## src/rtl/vout_layer_sched_if.sv

```systemverilog
// Interface bundling the timing input, layer configuration and mixed-output
// signals of vout_layer_sched. The slave modport is the scheduler's view; the
// master modport is the view of whatever drives timing/config and consumes
// the scheduled stream.
// Optional macro LAYER_BORDER_EN adds the o_border output.
interface vout_layer_sched_if;
    logic        i_hs;
    logic        i_vs;
    logic        i_de;
    logic [3:0]  layer_en;
    logic [47:0] layer_top;
    logic [47:0] layer_left;
    logic [47:0] layer_width;
    logic [47:0] layer_height;
    logic [31:0] layer_alpha;
    logic        cfg_update;
    logic [3:0]  layer_rdreq;
    logic        o_hs;
    logic        o_vs;
    logic        o_de;
    logic [2:0]  o_sel;
    logic [7:0]  o_alpha;
    logic [11:0] o_x;
    logic [11:0] o_y;
    logic        cfg_applied;
`ifdef LAYER_BORDER_EN
    logic        o_border;
`endif

    modport master (
        output i_hs, i_vs, i_de, layer_en, layer_top, layer_left, layer_width,
               layer_height, layer_alpha, cfg_update,
        input  layer_rdreq, o_hs, o_vs, o_de, o_sel, o_alpha, o_x, o_y, cfg_applied
`ifdef LAYER_BORDER_EN
        , o_border
`endif
    );

    modport slave (
        input  i_hs, i_vs, i_de, layer_en, layer_top, layer_left, layer_width,
               layer_height, layer_alpha, cfg_update,
        output layer_rdreq, o_hs, o_vs, o_de, o_sel, o_alpha, o_x, o_y, cfg_applied
`ifdef LAYER_BORDER_EN
        , o_border
`endif
    );
endinterface

```

## src/rtl/vout_layer_sched.sv

```systemverilog
// Per-pixel window scheduler for the quad-layer display path.
// Tracks the active x/y position, raises each layer's FIFO read request while
// the pixel is inside that layer's window, and reports the topmost layer and
// its alpha two cycles later alongside the delayed syncs. Layer geometry is
// shadowed and only swapped at frame start so a frame never tears.
// Optional macro LAYER_BORDER_EN: adds o_border and forces alpha to 8'hFF on
// the outline of the selected layer's window.
module vout_layer_sched #(
    parameter logic       VS_POL   = 1'b1,
    parameter logic [7:0] BG_ALPHA = 8'h00
) (
    input logic               dp_clk,
    input logic               rst,
    vout_layer_sched_if.slave bus
);
    localparam int          NL      = 4;
    localparam logic [2:0]  SEL_BG  = 3'd4;
    localparam logic [11:0] CNT_MAX = 12'hFFF;

    logic        vs_act;
    logic        vs_act_reg;
    logic        de_reg;
    logic        frame_start;
    logic        de_fall;
    logic        load_cfg;
    logic [11:0] x_cnt_reg;
    logic [11:0] y_cnt_reg;
    logic        pending_reg;
    logic        applied_reg;

    logic [3:0]  sh_en_reg;
    logic [11:0] sh_top_reg    [NL];
    logic [11:0] sh_left_reg   [NL];
    logic [11:0] sh_width_reg  [NL];
    logic [11:0] sh_height_reg [NL];
    logic [7:0]  sh_alpha_reg  [NL];

    logic [3:0]  in_win;
    logic [12:0] x_ext;
    logic [12:0] y_ext;
    logic [2:0]  sel_next;
    logic [7:0]  alpha_next;

    logic        s1_hs_reg, s1_vs_reg, s1_de_reg;
    logic [2:0]  s1_sel_reg;
    logic [7:0]  s1_alpha_reg;
    logic [11:0] s1_x_reg, s1_y_reg;

    logic        o_hs_reg, o_vs_reg, o_de_reg;
    logic [2:0]  o_sel_reg;
    logic [7:0]  o_alpha_reg;
    logic [11:0] o_x_reg, o_y_reg;

`ifdef LAYER_BORDER_EN
    logic [3:0]  on_edge;
    logic        border_next;
    logic        s1_border_reg;
    logic        o_border_reg;
`endif

    assign vs_act      = (bus.i_vs == VS_POL);
    assign frame_start = vs_act & ~vs_act_reg;
    assign de_fall     = de_reg & ~bus.i_de;
    // A coincident cfg_update applies immediately, sampling this cycle's inputs.
    assign load_cfg    = frame_start & (pending_reg | bus.cfg_update);
    assign x_ext       = {1'b0, x_cnt_reg};
    assign y_ext       = {1'b0, y_cnt_reg};

    // History of vs/de used for the frame-start and line-end edge detects.
    always_ff @(posedge dp_clk or posedge rst) begin
        if (rst) begin
            vs_act_reg <= 1'b0;
            de_reg     <= 1'b0;
        end else begin
            vs_act_reg <= vs_act;
            de_reg     <= bus.i_de;
        end
    end

    // Pixel position counters, saturating at 4095 instead of wrapping.
    always_ff @(posedge dp_clk or posedge rst) begin
        if (rst) begin
            x_cnt_reg <= '0;
            y_cnt_reg <= '0;
        end else begin
            if (bus.i_de) begin
                if (x_cnt_reg != CNT_MAX) x_cnt_reg <= x_cnt_reg + 12'd1;
            end else if (de_fall) begin
                x_cnt_reg <= '0;
            end
            if (frame_start) begin
                y_cnt_reg <= '0;
            end else if (de_fall && (y_cnt_reg != CNT_MAX)) begin
                y_cnt_reg <= y_cnt_reg + 12'd1;
            end
        end
    end

    // Pending-update flag and the one-cycle applied pulse.
    always_ff @(posedge dp_clk or posedge rst) begin
        if (rst) begin
            pending_reg <= 1'b0;
            applied_reg <= 1'b0;
        end else begin
            applied_reg <= load_cfg;
            if (load_cfg) begin
                pending_reg <= 1'b0;
            end else if (bus.cfg_update) begin
                pending_reg <= 1'b1;
            end
        end
    end

    // Shadow copy of the layer geometry, swapped only at frame start.
    always_ff @(posedge dp_clk or posedge rst) begin
        if (rst) begin
            sh_en_reg <= '0;
            for (int i = 0; i < NL; i++) begin
                sh_top_reg[i]    <= '0;
                sh_left_reg[i]   <= '0;
                sh_width_reg[i]  <= '0;
                sh_height_reg[i] <= '0;
                sh_alpha_reg[i]  <= '0;
            end
        end else if (load_cfg) begin
            sh_en_reg <= bus.layer_en;
            for (int i = 0; i < NL; i++) begin
                sh_top_reg[i]    <= bus.layer_top[12*i +: 12];
                sh_left_reg[i]   <= bus.layer_left[12*i +: 12];
                sh_width_reg[i]  <= bus.layer_width[12*i +: 12];
                sh_height_reg[i] <= bus.layer_height[12*i +: 12];
                sh_alpha_reg[i]  <= bus.layer_alpha[8*i +: 8];
            end
        end
    end

    // Window test per layer; 13-bit end coordinates so left+width never wraps.
    for (genvar gi = 0; gi < NL; gi++) begin : g_win
        logic [12:0] x_end;
        logic [12:0] y_end;
        assign x_end = {1'b0, sh_left_reg[gi]} + {1'b0, sh_width_reg[gi]};
        assign y_end = {1'b0, sh_top_reg[gi]} + {1'b0, sh_height_reg[gi]};
        assign in_win[gi] = sh_en_reg[gi]
                          & (x_ext >= {1'b0, sh_left_reg[gi]}) & (x_ext < x_end)
                          & (y_ext >= {1'b0, sh_top_reg[gi]})  & (y_ext < y_end);
`ifdef LAYER_BORDER_EN
        assign on_edge[gi] = (x_ext == {1'b0, sh_left_reg[gi]}) | (x_ext == x_end - 13'd1)
                           | (y_ext == {1'b0, sh_top_reg[gi]})  | (y_ext == y_end - 13'd1);
`endif
    end

    // Every covering layer drains its own FIFO, with no added latency.
    assign bus.layer_rdreq = {NL{bus.i_de}} & in_win;

    // Priority select: later (higher-index) layers overwrite, so layer 3 is on top.
    always_comb begin
        sel_next   = SEL_BG;
        alpha_next = BG_ALPHA;
`ifdef LAYER_BORDER_EN
        border_next = 1'b0;
`endif
        for (int i = 0; i < NL; i++) begin
            if (in_win[i]) begin
                sel_next   = 3'(i);
                alpha_next = sh_alpha_reg[i];
`ifdef LAYER_BORDER_EN
                border_next = on_edge[i];
`endif
            end
        end
    end

    // Stage 1: capture selection, position and syncs for the current pixel.
    always_ff @(posedge dp_clk or posedge rst) begin
        if (rst) begin
            s1_hs_reg    <= 1'b0;
            s1_vs_reg    <= 1'b0;
            s1_de_reg    <= 1'b0;
            s1_sel_reg   <= SEL_BG;
            s1_alpha_reg <= BG_ALPHA;
            s1_x_reg     <= '0;
            s1_y_reg     <= '0;
`ifdef LAYER_BORDER_EN
            s1_border_reg <= 1'b0;
`endif
        end else begin
            s1_hs_reg    <= bus.i_hs;
            s1_vs_reg    <= bus.i_vs;
            s1_de_reg    <= bus.i_de;
            s1_sel_reg   <= sel_next;
            s1_alpha_reg <= alpha_next;
            s1_x_reg     <= x_cnt_reg;
            s1_y_reg     <= y_cnt_reg;
`ifdef LAYER_BORDER_EN
            s1_border_reg <= border_next;
`endif
        end
    end

    // Stage 2: output registers; blanking always reports background.
    always_ff @(posedge dp_clk or posedge rst) begin
        if (rst) begin
            o_hs_reg    <= 1'b0;
            o_vs_reg    <= 1'b0;
            o_de_reg    <= 1'b0;
            o_sel_reg   <= SEL_BG;
            o_alpha_reg <= BG_ALPHA;
            o_x_reg     <= '0;
            o_y_reg     <= '0;
`ifdef LAYER_BORDER_EN
            o_border_reg <= 1'b0;
`endif
        end else begin
            o_hs_reg <= s1_hs_reg;
            o_vs_reg <= s1_vs_reg;
            o_de_reg <= s1_de_reg;
            o_x_reg  <= s1_x_reg;
            o_y_reg  <= s1_y_reg;
            o_sel_reg <= s1_de_reg ? s1_sel_reg : SEL_BG;
`ifdef LAYER_BORDER_EN
            o_border_reg <= s1_de_reg & s1_border_reg;
            if (!s1_de_reg)         o_alpha_reg <= BG_ALPHA;
            else if (s1_border_reg) o_alpha_reg <= 8'hFF;
            else                    o_alpha_reg <= s1_alpha_reg;
`else
            o_alpha_reg <= s1_de_reg ? s1_alpha_reg : BG_ALPHA;
`endif
        end
    end

    assign bus.o_hs        = o_hs_reg;
    assign bus.o_vs        = o_vs_reg;
    assign bus.o_de        = o_de_reg;
    assign bus.o_sel       = o_sel_reg;
    assign bus.o_alpha     = o_alpha_reg;
    assign bus.o_x         = o_x_reg;
    assign bus.o_y         = o_y_reg;
    assign bus.cfg_applied = applied_reg;
`ifdef LAYER_BORDER_EN
    assign bus.o_border    = o_border_reg;
`endif
endmodule

```

## src/flat_wrapper.sv

```systemverilog
// flat-port wrapper written by rule: the top's interface ports become plain ports
module vout_layer_sched_flat 
#(
    parameter logic       VS_POL   = 1'b1,
    parameter logic [7:0] BG_ALPHA = 8'h00
)
  (dp_clk, rst, bus_i_hs, bus_i_vs, bus_i_de, bus_layer_en, bus_layer_top, bus_layer_left, bus_layer_width, bus_layer_height, bus_layer_alpha, bus_cfg_update, bus_layer_rdreq, bus_o_hs, bus_o_vs, bus_o_de, bus_o_sel, bus_o_alpha, bus_o_x, bus_o_y, bus_cfg_applied);
  vout_layer_sched_if bus_i ();
  input logic dp_clk;
  input logic rst;
  input wire logic [$bits(bus_i.i_hs)-1:0] bus_i_hs;
  input wire logic [$bits(bus_i.i_vs)-1:0] bus_i_vs;
  input wire logic [$bits(bus_i.i_de)-1:0] bus_i_de;
  input wire logic [$bits(bus_i.layer_en)-1:0] bus_layer_en;
  input wire logic [$bits(bus_i.layer_top)-1:0] bus_layer_top;
  input wire logic [$bits(bus_i.layer_left)-1:0] bus_layer_left;
  input wire logic [$bits(bus_i.layer_width)-1:0] bus_layer_width;
  input wire logic [$bits(bus_i.layer_height)-1:0] bus_layer_height;
  input wire logic [$bits(bus_i.layer_alpha)-1:0] bus_layer_alpha;
  input wire logic [$bits(bus_i.cfg_update)-1:0] bus_cfg_update;
  output wire logic [$bits(bus_i.layer_rdreq)-1:0] bus_layer_rdreq;
  output wire logic [$bits(bus_i.o_hs)-1:0] bus_o_hs;
  output wire logic [$bits(bus_i.o_vs)-1:0] bus_o_vs;
  output wire logic [$bits(bus_i.o_de)-1:0] bus_o_de;
  output wire logic [$bits(bus_i.o_sel)-1:0] bus_o_sel;
  output wire logic [$bits(bus_i.o_alpha)-1:0] bus_o_alpha;
  output wire logic [$bits(bus_i.o_x)-1:0] bus_o_x;
  output wire logic [$bits(bus_i.o_y)-1:0] bus_o_y;
  output wire logic [$bits(bus_i.cfg_applied)-1:0] bus_cfg_applied;
  assign bus_i.i_hs = bus_i_hs;
  assign bus_i.i_vs = bus_i_vs;
  assign bus_i.i_de = bus_i_de;
  assign bus_i.layer_en = bus_layer_en;
  assign bus_i.layer_top = bus_layer_top;
  assign bus_i.layer_left = bus_layer_left;
  assign bus_i.layer_width = bus_layer_width;
  assign bus_i.layer_height = bus_layer_height;
  assign bus_i.layer_alpha = bus_layer_alpha;
  assign bus_i.cfg_update = bus_cfg_update;
  assign bus_layer_rdreq = bus_i.layer_rdreq;
  assign bus_o_hs = bus_i.o_hs;
  assign bus_o_vs = bus_i.o_vs;
  assign bus_o_de = bus_i.o_de;
  assign bus_o_sel = bus_i.o_sel;
  assign bus_o_alpha = bus_i.o_alpha;
  assign bus_o_x = bus_i.o_x;
  assign bus_o_y = bus_i.o_y;
  assign bus_cfg_applied = bus_i.cfg_applied;
  vout_layer_sched #(.VS_POL(VS_POL), .BG_ALPHA(BG_ALPHA)) u_core (.dp_clk(dp_clk), .rst(rst), .bus(bus_i));
endmodule
```

## config.mk

```make
export PLATFORM = sky130hd
export DESIGN_NAME = vout_layer_sched_flat
export DESIGN_NICKNAME = d
export VERILOG_FILES = /design/src/rtl/vout_layer_sched_if.sv /design/src/rtl/vout_layer_sched.sv /design/src/flat_wrapper.sv
export SDC_FILE = /design/constraint.sdc
export NUM_CORES = 1
export LEC_CHECK = 0
export BUFFER_PORTS_ARGS = -buffer_cell sky130_fd_sc_hd__buf_2
export CAP_MARGIN = 20
export CORE_MARGIN = 1
export CORE_UTILIZATION = 45
export DETAILED_ROUTE_END_ITERATION = 8
export GPL_TIMING_DRIVEN = 0
export PLACE_DENSITY = 0.64
export SYNTH_ARGS = -nofsm -noshare
export SYNTH_HDL_FRONTEND = slang
export SYNTH_SLANG_ARGS = --single-unit
```

## constraint.sdc

```tcl
create_clock -name dp_clk -period 30.4 [get_ports dp_clk]
set_input_delay 3.04 -clock dp_clk [delete_from_list [all_inputs] [get_ports dp_clk]]
set_output_delay 3.04 -clock dp_clk [all_outputs]
set_load 0.005 [all_outputs]
```

* Word-level counts from Yosys, hierarchy flattened
Index checks and enable logic that the tools add are counted.
** Word-level totals
- Bits in registers :: 330
- Input port bits :: 234
** Operators by class
- Add/sub/neg operators :: 10
- Order comparisons :: 16
- Eq/ne operators :: 3
- Mux-type cells :: 17
- Bitwise gates (word level) :: 23
- Reduce and logical (&&, ||, !) cells :: 5
** Operator list (count)
- $add A12 B12 Y13 :: 8
- $lt A12 B13 Y1 :: 8
- $ge A12 B12 Y1 :: 8
- $mux W12 :: 5
- $mux W8 :: 5
- $add A12 B1 Y12 const B :: 2
- $ne A12 B12 Y1 const B :: 2
- $and A1 B1 Y1 :: 19
- $mux W3 :: 5
- $reduce_bool A2 Y1 :: 3
- $and A4 B4 Y4 :: 1
- $mux W1 :: 2
- $ne A2 B1 Y1 const B :: 1
- $not A1 Y1 :: 2
- $reduce_and A2 Y1 :: 1
- $logic_and A1 B1 Y1 :: 1
- $or A1 B1 Y1 :: 1

* Logic depth before layout (Yosys ltp)
Gate-level depths: netlist (run 1).
- Depth in word-level cells :: 9
- Mapped depth :: 20
- Mapped depth without buffers :: 20

* Worst setup path after synthesis (run 1)
No wires, ideal clock.
- Kind :: register to output
- Start :: register u_core.sh_left_reg[24] (netlist bit)
- End :: output port bus_layer_rdreq[1]
- Arrival time :: 3.668 ns
- Data required time :: 27.360 ns
- Slack :: 23.692 ns
- Stages on the path, launching flop included :: 20
- Cell sequence :: dfrtp_1 ha_1 fa_1 a21oi_1 o2111ai_1 a21oi_1 o21ai_0 a21o_1 a21oi_1 xor2_1 ha_1 a21o_1 a21oi_1 nand2_1 o21a_1 a211o_1 buf_6 a21o_1 buf_6 nor2_1
** On the way
- Word-level cells in the longest chain between the ends :: 6
- Elaborated cells between the ends (all ways) :: 8
** RTL lines
- from (decl) :: line vout_layer_sched.sv:33 : logic [11:0] sh_left_reg [NL];
- from (signal, indexed assignment) :: line vout_layer_sched.sv:129 : sh_left_reg[i] <= bus.layer_left[12*i +: 12];
- $add A12 B12 Y13 / $ge A12 B12 Y1 (equally long branches) :: line vout_layer_sched.sv:141, vout_layer_sched.sv:144
- $lt A12 B13 Y1 / $and A1 B1 Y1 (equally long branches) :: line vout_layer_sched.sv:144 : & (x_ext >= {1'b0, sh_left_reg[gi]}) & (x_ext < x_end)
- $and A1 B1 Y1 (*) :: line vout_layer_sched.sv:144
- $and A1 B1 Y1 (*) (2 in a row) :: line vout_layer_sched.sv:145 : & (y_ext >= {1'b0, sh_top_reg[gi]}) & (y_ext < y_end);
- $and A4 B4 Y4 (*) :: line vout_layer_sched.sv:153 : assign bus.layer_rdreq = {NL{bus.i_de}} & in_win;
- to (decl) :: line flat_wrapper.sv:21 : output wire logic [$bits(bus_i.layer_rdreq)-1:0] bus_layer_rdreq;
Mark *: on every way between the ends. The rest lies on a longest branch, timed or not.

* Worst setup path in the final report (run 1)
Ends and elaborated chain as after synthesis.

==> results of run 1 <==
[synth_stat cells, drive strengths merged (18+ instances only)]
cell type and number:
nand2b 26, nor3 23, nand2 172, o211ai 18, a21o 30, inv 145
a211oi 29, o21ai 190, o21a 18, clkbuf 37, a21oi 98, ha 282
mux2 119, dfrtp 328, nor2b 25, nand3 37, nor2 74, xnor2 43
xor2 45
[per-stage QoR]
stage,hold WS [ns],worst slack (ns),cell area [sq um]
after detailed placement,0.335,23.07,22100
after CTS,0.347,22.46,23500
final,0.346,22.49,23500
after global routing,0.350,22.20,23500
after global placement,0.332,14.55,22000
after floorplan,0.331,18.22,19900
[kinds of logic after synthesis]
kind of cell / count (synthesis) / share of synthesized area (%)
AO/OA/AOI/OAI: 476 / 15.1
flip-flops: 330 / 41.5
AND/OR/NAND/NOR: 428 / 10.3
XOR/XNOR: 88 / 3.87
adder cells (fa/ha/maj): 290 / 18.5
multiplexers: 120 / 6.79
buffers and inverters: 195 / 3.86
[power by group through the flow]
stage / registers [uW] / clock network, uW / logic (uW)
5_1_grt: 556 / 547 / 573
4_1_cts: 550 / 529 / 502
2_1_floorplan: 536 / 0 / 385
3_5_place_dp: 557 / 0 / 497
6_report: 549 / 518 / 499
3_3_place_gp: 556 / 0 / 478
[per-layer routing]
metal | vias to the layer above | track usage, %
li1 | 7544 | -
met1 | 7570 | 32.5
met2 | 385 | 42.7
met3 | 90 | 3.65
met4 | 0 | 8.43
met5 | - | 0
[how the worst max path moves through the flow]
stage,startpoint,endpoint,slack [ns],depth (start not counted)
finish,u_core.sh_left_reg[24],bus_layer_rdreq[1],22.49,20
global route,u_core.sh_left_reg[24],bus_layer_rdreq[1],22.20,20
CTS,u_core.sh_width_reg[0],bus_layer_rdreq[3],22.46,19
detailed placement,u_core.sh_width_reg[0],bus_layer_rdreq[3],23.07,19
global placement,rst,u_core.sh_width_reg[42],14.55,2
floorplan,rst,u_core.bus.cfg_applied,18.22,1
[cell type report]
cell class | instances | area [sq um] | share of cell area, %
clock buffers | 50 | 1120 | 4.76
plain buffers | 50 | 224 | 0.952
multi-input cells | 1402 | 10900 | 46.2
inverters | 145 | 552 | 2.34
flip-flops and latches | 330 | 8260 | 35.1
repair buffers | 281 | 1470 | 6.25
clock inverters | 18 | 300 | 1.28
well taps | 585 | 732 | 3.11
diodes | 3 | 7.51 | 0.0319
==> flow_summary.yaml, run 1 <==
placement:
  dp_hpwl_microns: 41500
  port_buffers: 276
  place_inst: 2793
  place_congestion: 0.900
routing:
  met3WireLength_microns: 2550
  via_per_inst: 5.44
  ant_nets: 0
  wl_per_cell_microns: 19.2
  dr.pass1.iters: 5
  vias: 15589
  dr.max_layer_used: "met4"
  drc: 0
  routed_wl_microns: 55100
  wl_met1_microns: 24700
  wl_met2_microns: 26300
  initialDrtViolationCount: 892
synthesis:
  synth_top_area_share_pct: 41.3
  syn_area_per_cell_sq_um: 10.3
  async_flop_share_pct: 100
  synth_edf_count: 0
  seq_area_frac_synth_pct: 41.5
  ys_types: 82
  synthTopCellsByArea: "dfrtp_1, ha_1, mux2_2"
  synth_top_area_cell: "dfrtp_1"
  synth_flop_cell: "dfrtp_1"
  syn_nets: 2451
  synth_cells: 1927
  yosysWarnings: 0
  ys_ff_latch: 330
  netlist_area_sq_um: 19900
timing:
  setup_viol: 0
  clock_skew_ns: 0.0165
  post-route-min-period_ns: 7.91
  tns_ns: 0
  fmax_mhz: 126
  relSlewSlack_pct: 26.1
  post-route-period-util_pct: 26.0
  worst_pin_slew_ns: 1.11
  report.final.slew_viol_count: 0
  final_hold_viol_count: 0
  rsz0062_at_grt: "no"
flow_run:
  maxCapViolCount: 0
worst_setup_path:
  rr_worst_depth: 19
  r2r_start: "u_core.sh_width_reg[37]"
  worst-setup-path-type: "reg -> out"
  required_ns: 27.36
  path_buf_inv: 3
  start_kind: "flop"
  arrival_ns: 4.87
  end_kind: "output pin"
  cp_max_fo: 10
  crit_chain: "ha_1 -> fa_1 -> a21oi_1 -> o2111ai_1 -> a21oi_1 -> o21ai_0 -> a21o_1 -> a21oi_1 -> xor2_1 -> ha_1 -> a21o_1 -> a21oi_1 -> nand2_1 -> o21a_1 -> a211o_1 -> buf_6 -> a21o_1 -> buf_6 -> nor2_1 -> buf_2"
  crit_top_cell: "a21oi_1"
  crit_path_max_incr_delay_ns: 0.42
  cp_top_family: "compound AO/OA/AOI/OAI gates"
  slowest_stage: "dfrtp_1"
  rrSetupSlack_ns: 25.66
  r2r_end: "u_core.s1_alpha_reg[2]"
cells_and_area:
  fin_util_pct: 54.3
  mostFrequentLayoutCells: "dfrtp_1, ha_1, buf_2"
  area_growth_pct: 18.3
  final_common_cell: "dfrtp_1"
  n_fill_cell: 3935
  drive_gt1_share_pct: 22.0
  final_cells: 2864
  finalNetCount: 2773
floorplanning:
  ioPinCount: 277
  die_w_microns: 212
  die-area_sq_um: 45100
  core-area_sq_um: 43400
  initial_core_util_pct: 45.9
  die_h_microns: 212
  rows: 76
global_route:
  grt_usage_pct: 25.0
  antenna_found_initial: 1
  grt_pass1_wl_microns: 86100
  grt_pass1_vias: 15957
  grt.overflow.total: 0
  grt_max_degree: 122
hold_path:
  hold_path.class: "reg -> reg"
  hp-start: "u_core.s1_y_reg[2]"
  min_to: "u_core.bus.o_y[2]"
  hold_depth: 0
pwr:
  ir_drop_v: 0.0000443
  p_per_area_nw_per_um2: 66.6
  power_uw: 1570
  netSwitchingFraction_pct: 32.3
  netSwitchingPower_uw: 507
  pwr-share-seq_pct: 35.1
  intPower_uw: 1060
  pwr-share-clk_pct: 33.1
  pwr-share-comb_pct: 31.9
  power.leakage_uw: 0.0116
clocking:
  cts_tree: "yes"
  clk_latency_ns: 0.56
  clk_pin_slew_ns: 0.06
  cts_setup_buffers: 0
  cts.path.max_buffers: 3
  cts_resized: 0
  cts_hold_buf: 0
  h-tree-depth: 2
  cts_buffers: 39
  clock_sinks: 330
  clock-root-buffer: "clkbuf_16"
run_status:
  status: "finished, final reports clean"
(Power assumes the default switching activity.)
==> run 2, diff against run 1 <==
==> constraint.sdc (replaced) <==
create_clock -name dp_clk -period 8.05 [get_ports dp_clk]
set_input_delay 0.805 -clock dp_clk [delete_from_list [all_inputs] [get_ports dp_clk]]
set_output_delay 0.805 -clock dp_clk [all_outputs]
set_load 0.005 [all_outputs]
==> run 2 against run 1 <==
Flip-flop and latch count unchanged. Power grew to 3.6 times the previous value. Non-clock buffer count rose by 5. Die area did not move. Core utilization shrank 0.46 points. Clock-buffer cell count grew 2. Sequential power rose to 3.8 times the previous value. Clock skew rose by 0.0025 ns. Critical endpoint unchanged. Largest cell class unchanged.
==> flow_summary.yaml, run 2 (synthesis results as in run 1) <==
run_status:
  status: "finished, final reports clean"
timing:
  rsz0062_at_grt: "no"
  post-route-period-util_pct: 70.9
  tns_ns: 0
  relSlewSlack_pct: 28.0
  fmax_mhz: 175
  post-route-min-period_ns: 5.71
  setup_slack_ns: 2.34
  setup_viol: 0
  report.final.slew_viol_count: 0
  clock_skew_ns: 0.0190
  worst_pin_slew_ns: 1.08
  final_hold_viol_count: 0
flow_run:
  maxCapViolCount: 0
routing:
  routed_wl_microns: 55200
  vias: 15642
  ant_nets: 0
  drc: 0
  dr.pass1.iters: 5
  initialDrtViolationCount: 720
  via_per_inst: 5.47
  wl_per_cell_microns: 19.3
pwr:
  ir_drop_v: 0.000151
  pwr-share-seq_pct: 37.0
  p_per_area_nw_per_um2: 240
  power.leakage_uw: 0.0115
  intPower_uw: 3710
  power_uw: 5610
  pwr-share-comb_pct: 33.9
  netSwitchingPower_uw: 1900
  pwr-share-clk_pct: 29.1
  netSwitchingFraction_pct: 33.8
clocking:
  clock_sinks: 330
  cts_tree: "yes"
  cts_setup_buffers: 0
  cts.path.max_buffers: 3
  clk_latency_ns: 0.55
  clk_pin_slew_ns: 0.06
  h-tree-depth: 2
  cts_resized: 0
  clock-root-buffer: "clkbuf_16"
  cts_hold_buf: 0
  cts_buffers: 38
placement:
  place_inst: 2798
  port_buffers: 276
  placed_cell_area_sq_um: 22200
  dp_hpwl_microns: 42400
  place_congestion: 0.893
  place_ws_ns: 2.92
cells_and_area:
  finalInstanceArea_sq_um: 23300
  mostFrequentLayoutCells: "dfrtp_1, ha_1, buf_2"
  n_fill_cell: 4035
  finalNetCount: 2777
  drive_gt1_share_pct: 21.8
  final_common_cell: "dfrtp_1"
  area_growth_pct: 17.3
  final_cells: 2860
  multiInputGateArea_sq_um: 10900
  seq_area_sq_um: 8260
floorplanning:
  die-area_sq_um: 45100
  core-area_sq_um: 43400
  rows: 76
  ioPinCount: 277
  die_h_microns: 212
  initial_core_util_pct: 45.9
  die_w_microns: 212
global_route:
  grt.overflow.total: 0
  antenna_found_initial: 2
  grt_pass1_wl_microns: 86100
  grt_max_degree: 42
  grt_usage_pct: 25.1
  grt_pass1_vias: 15897
worst_setup_path:
  cp_max_fo: 10
  required_ns: 7.24
  end_kind: "output pin"
  arrival_ns: 4.91
  start_kind: "flop"
  worst-setup-path-type: "reg -> out"
hold_path:
  hold_path.class: "reg -> reg"
[run 2: cell type report]
type / count / share of cell area, %
Antenna cell: 1 / 0.0107
Buffer: 50 / 0.960
Clock buffer: 52 / 4.65
Clock inverter: 9 / 0.241
Inverter: 145 / 2.35
Multi-Input combinational cell: 1402 / 46.6
Sequential cell: 330 / 35.4
Tap cell: 585 / 3.14
Timing Repair Buffer: 286 / 6.69
[run 2: routing by layer]
| layer | vias to the layer above | global-route usage, % | wire [microns] |
|---|---|---|---|
| met1 | 7626 | 32.4 | 24400 |
| met2 | 382 | 42.6 | 26500 |
| met4 | 2 | 8.73 | 1590 |
| met3 | 96 | 4.11 | 2700 |
| met5 | - | 0 | 13 |
| li1 | 7536 | - | - |
[run 2: stage by stage]
step / util [%] / hold slack [ns]
after floorplan: - / 0.331
after global placement: 50.8 / 0.334
after detailed placement: 51.2 / 0.335
after CTS: 53.8 / 0.338
after global routing: 53.8 / 0.341
final: 53.8 / 0.342
[run 2: worst max-delay path, stage by stage, from the launching register on]
cell and delay (ns):
dfrtp_1 0.42, ha_1 0.23, fa_1 0.40, a21oi_1 0.24, o2111ai_1 0.17, a21oi_1 0.22
o21ai_0 0.16, a21o_1 0.21, a21oi_1 0.18, xor2_1 0.18, ha_1 0.27, a21o_1 0.17
a21oi_1 0.19, nand2_1 0.07, o21a_1 0.20, a211o_1 0.34, buf_6 0.16, a21o_1 0.16
buf_6 0.14, nor2_1 0.11, buf_2 0.13
[run 2: worst paths after layout]
path                       cells after the start                  endpoint  slack, ns               startpoint
hold / removal                                 0        u_core.bus.o_x[10]       0.34      u_core.s1_x_reg[10]
setup / recovery                              20        bus_layer_rdreq[1]       2.34   u_core.sh_left_reg[24]
min in group asynchronous                      2  u_core.sh_height_reg[28]       0.42                      rst
setup reg to reg                              19    u_core.s1_alpha_reg[3]       3.36  u_core.sh_width_reg[37]
hold reg to reg                                0        u_core.bus.o_x[10]       0.34      u_core.s1_x_reg[10]
max in group asynchronous                      5   u_core.sh_width_reg[42]       6.43                      rst
[run 2: power groups by stage]
| stage | registers (uW) | clock network, uW | logic, uW |
|---|---|---|---|
| floorplan | 2030 | 0 | 1450 |
| global placement | 2100 | 0 | 1810 |
| detailed placement | 2100 | 0 | 1890 |
| CTS | 2080 | 1670 | 1900 |
| global route | 2100 | 1740 | 2170 |
| finish | 2070 | 1630 | 1900 |
